===== src/rtl/alu_issue.sv =====
// Valid/ready sequencer for the combinational ALU: issues one operation, waits SETTLE cycles, captures the result.
// Optional illegal-op screening is enabled by defining ALU_ISSUE_OPCHK_EN.
module alu_issue #(
    parameter int WIDTH  = 16,
    parameter int SETTLE = 1
) (
    input  logic             clk,
    input  logic             rst_n,
    input  logic             req_valid,
    output logic             req_ready,
    input  logic [WIDTH-1:0] req_a,
    input  logic [WIDTH-1:0] req_b,
    input  logic [3:0]       req_op,
    output logic [WIDTH-1:0] alu_a,
    output logic [WIDTH-1:0] alu_b,
    output logic [3:0]       alu_ins,
    input  logic [WIDTH-1:0] alu_out,
    input  logic [WIDTH-1:0] alu_hi,
    input  logic [2:0]       alu_flags,
    output logic             rsp_valid,
    input  logic             rsp_ready,
    output logic [WIDTH-1:0] rsp_out,
    output logic [WIDTH-1:0] rsp_hi,
    output logic [2:0]       rsp_flags,
    output logic             rsp_err
);

    typedef enum logic [1:0] {IDLE, WAIT, RESP} state_t;

    state_t     state, state_nxt;
    logic [3:0] cnt;
    logic       accept, capture, done, op_bad;

    if (SETTLE < 1 || SETTLE > 15) begin : g_bad_settle
        $error("alu_issue: SETTLE=%0d outside legal range 1..15", SETTLE);
    end

`ifdef ALU_ISSUE_OPCHK_EN
    assign op_bad = (req_op == 4'd0) || (req_op > 4'd9);
`else
    assign op_bad = 1'b0;
`endif

    assign req_ready = (state == IDLE);

    always_comb begin
        state_nxt = state;
        accept    = 1'b0;
        capture   = 1'b0;
        done      = 1'b0;
        unique case (state)
            IDLE: if (req_valid) begin
                accept    = 1'b1;
                // screened ops skip the settle wait and answer at the accept edge
                state_nxt = op_bad ? RESP : WAIT;
            end
            WAIT: if (cnt == 4'd1) begin
                capture   = 1'b1;
                state_nxt = RESP;
            end
            RESP: if (rsp_ready) begin
                done      = 1'b1;
                state_nxt = IDLE;
            end
            default: state_nxt = IDLE;
        endcase
    end

    always_ff @(posedge clk or negedge rst_n) begin
        if (!rst_n) begin
            state     <= IDLE;
            cnt       <= '0;
            alu_a     <= '0;
            alu_b     <= '0;
            alu_ins   <= '0;
            rsp_valid <= 1'b0;
            rsp_err   <= 1'b0;
            rsp_out   <= '0;
            rsp_hi    <= '0;
            rsp_flags <= '0;
        end else begin
            state <= state_nxt;
            if (accept && !op_bad) begin
                alu_a   <= req_a;
                alu_b   <= req_b;
                alu_ins <= req_op;
                cnt     <= 4'(SETTLE);
            end
            if (accept && op_bad) begin
                rsp_valid <= 1'b1;
                rsp_err   <= 1'b1;
                rsp_out   <= '0;
                rsp_hi    <= '0;
                rsp_flags <= '0;
            end
            if (state == WAIT) begin
                cnt <= cnt - 4'd1;
            end
            if (capture) begin
                rsp_valid <= 1'b1;
                rsp_err   <= 1'b0;
                rsp_out   <= alu_out;
                rsp_hi    <= alu_hi;
                rsp_flags <= alu_flags;
            end
            if (done) begin
                rsp_valid <= 1'b0;
            end
        end
    end

endmodule


===== config.mk =====
export PLATFORM = sky130hd
export DESIGN_NAME = alu_issue
export DESIGN_NICKNAME = d
export VERILOG_FILES = /design/src/rtl/alu_issue.sv
export SDC_FILE = /design/constraint.sdc
export NUM_CORES = 1
export LEC_CHECK = 0
export ABC_CLOCK_PERIOD_IN_PS = 1660
export BUFFER_PORTS_ARGS = -buffer_cell sky130_fd_sc_hd__buf_4
export CORE_ASPECT_RATIO = 0.7
export CORE_MARGIN = 1.5
export CORE_UTILIZATION = 45
export DETAILED_ROUTE_END_ITERATION = 10
export PLACE_DENSITY = 0.88
export SYNTH_ARGS = -nofsm -noshare
export SYNTH_HDL_FRONTEND = slang
export SYNTH_SLANG_ARGS = --single-unit

===== constraint.sdc =====
create_clock -name clk -period 1.66 [get_ports clk]
set_input_delay 0.249 -clock clk [delete_from_list [all_inputs] [get_ports clk]]
set_output_delay 0.249 -clock clk [all_outputs]
set_load 0.02 [all_outputs]

==> qor.yml <==
place_area_um2: 4250
insertedDiodeCount: 0
hpwlAfterDp_mm: 4.48
synth-simple-area-share_pct: 3.22
cts_sinks: 78
rsz0062_at_grt: "no"
grt_pass1_vias: 2109
maxCapViolations: 0
hp-class: "input port to register"
p_seq_share_pct: 35.1
pwr-share-comb_pct: 48.8
reg2reg_depth: 6
synth_xor_area_share_pct: 0.292
synthMostInstantiatedCell: "dfrtp_1"
tns_ps: 0
die_area_um2: 7170
max_freq_mhz: 627
fillCellCount: 432
grt_pass1_wl_mm: 9.59
overflow: 0
p_leak_nw: 2.16
ys_seq_elements: 78
antenna_left: 0
vdd_drop_max_v: 0.00134
cp-end-kind: "register"
insertion_delay_ps: 350
synth_top_family_by_area: "multiplexers"
post_drt_via_cell_ratio: 4.64
wl_per_cell_um: 13.9
critPathArrivalTime_ps: 1820
tritoncts: "yes"
syn_to_final_growth_pct: 50.0
yosysSeqAreaShare_pct: 65.1
design_area_um2: 4490
setup.worst_path.class: "register to register"
grt_max_degree: 55
synthTopCellsByArea: "dfrtp_1, mux2_2, mux2_1, buf_6, ha_1"
synth-compound-area-share_pct: 0.960
netlist.area_leader.share_pct: 65.1
core_um2: 6340
place_congestion: 0.700
start_util_pct: 47.3
htreeDepth: 3
hold_viol: 0
period_needed_ps: 1600
post-route-drc-count: 0
critPathMaxFanout: 19
net-switching-power_mw: 3.53
grt_use_total_pct: 17.7
synthTopCellsByCount: "dfrtp_1, mux2_2, mux2_1, buf_2"
p_int_mw: 6.24
syn_nets: 261
syn_inst: 184
synth.avg_cell_area_um2: 16.3
clk_path_buf_depth: 2
hold_depth: 2
ios: 149
pwr-share-clk_pct: 16.1
ys_async_sr_fraction_pct: 100
syn_area_um2: 3000
yosysUniqueCellTypes: 24
clockRootBuffer: "clkbuf_8"
synthAdderAreaFrac_pct: 0.835
startpoint_type: "register"
portBuffers: 147
drt_iter0_drc: 66
die_h_um: 71.3
dr_total_vias: 2021
layout.nets: 417
cts_buffers: 9
slew_violations: 0
skew_ps: 13.2
fin_crit_sh_pct: 96.1
yosys-mux-area-fraction_pct: 27.0
synth_edf_count: 0
firstDrtPassIters: 4
ys_warn_count: 0
dp.cells: 419
synth_ff_type: "dfrtp_1"
antenna_found_initial: 0
powerDensity_nw_per_um2: 2170
drive_above_1_share_pct: 68.1
p_sw_share_pct: 36.1
die_x_um: 101
routed_wl_mm: 6.07
outcome: "complete, no violations"
setup_viol: 0
cp.required_ps: 1890
std_cell_rows: 24
clk_pin_slew_worst_paths_ps: 80
yosysTopAreaCell: "dfrtp_1"
r2r_setup_slack_ps: 60
layout.cells.non_filler: 436
==> flip-flops by register name (all words and copies together) (netlist names) <==
name,cells
rsp_valid,1
rsp_out,16
cnt,4
alu_b,16
alu_ins,4
state,2
alu_a,16
rsp_flags,3
rsp_hi,16
==> through the flow <==
stage / worst slack, ps / utilization, % / power [mW] / hold slack [ps]
floorplan: 154 / - / 6.17 / -46.6
global placement: 138 / 67.0 / 8.09 / 169
detailed placement: 69.2 / 67.0 / 8.27 / 176
CTS: 58.2 / 70.8 / 9.88 / 95.6
global route: 6.71 / 70.9 / 10.3 / 88.2
finish: 64.8 / 70.9 / 9.77 / 108
==> cell type report <==
| cell class | count | area, um^2 | area share (%) |
|---|---|---|---|
| clock inverter | 6 | 93.8 | 2.09 |
| inverter | 3 | 11.3 | 0.251 |
| sequential | 78 | 1950 | 43.4 |
| multi-input combinational | 95 | 985 | 21.9 |
| timing repair buffer | 153 | 1200 | 26.7 |
| clock buffer | 10 | 138 | 3.06 |
| tap | 91 | 114 | 2.53 |
==> placed cells by master (no fill, tap or decap), drive strengths merged <==
master / count
buf: 152
dfrtp: 78
mux2: 71
clkbuf: 10
inv: 4
nand2b: 3
nand2: 3
nor2: 2
nor3b: 2
o21ai: 2
ha: 2
bufinv: 2
clkinv: 2
and2b: 1
o21bai: 1
nand3b: 1
xor2: 1
o22ai: 1
nor3: 1
a21oi: 1
nor4: 1
mux2i: 1
conb: 1
clkinvlp: 1
dlygate4sd3: 1
==> power by group through the flow <==
stage / sequential [mW] / combinational (mW) / clock (mW)
floorplan: 4.52 / 1.65 / 0
global placement: 3.42 / 4.68 / 0
finish: 3.43 / 4.77 / 1.58
global route: 3.56 / 5.06 / 1.72
detailed placement: 3.46 / 4.81 / 0
CTS: 3.43 / 4.81 / 1.64
==> layer usage <==
metal	vias up	routed length, um	share of wire, %	track usage, %
met5	-	0	0	0
met2	89	2890	48	28.3
met1	969	2540	42	21.0
met4	0	80	1.3	6.10
met3	10	552	9.1	8.88
li1	953	-	-	-
==> repair_timing <==
| action | 4_1_cts | 5_1_grt |
|---|---|---|
| buffers inserted | 0 | 0 |
| hold buffers | 1 | 0 |
| resized for setup | 0 | 1 |
| hold endpoints to repair | 24 | 0 |
| endpoints found under the setup margin | 0 | 2 |
==> logic make-up after synthesis <==
group	after synthesis
buffers and inverters	11
other	1
multiplexers	72
AND/OR/NAND/NOR	14
AO/OA/AOI/OAI	5
XOR/XNOR	1
adder cells (fa/ha/maj)	2
flip-flops	78
==> worst max-delay path, cell delays in order (launching register included) <==
cell	delay (ps)
dfrtp_1	400
inv_1	100
ha_1	150
nor3b_4	250
nand2_4	100
buf_12	170
mux2_1	310
==> path summary, 6_finish.rpt <==
check | startpoint | to
min in group asynchronous | rst_n | alu_a[8]
worst max register to register | cnt[1] | rsp_hi[3]
worst min-delay path | rsp_ready | state[1]
worst max-delay path | cnt[1] | rsp_hi[3]
max in group asynchronous | rst_n | rsp_flags[1]
worst min register to register | alu_a[13] | alu_a[13]
Power figures use the tool's default switching activity.
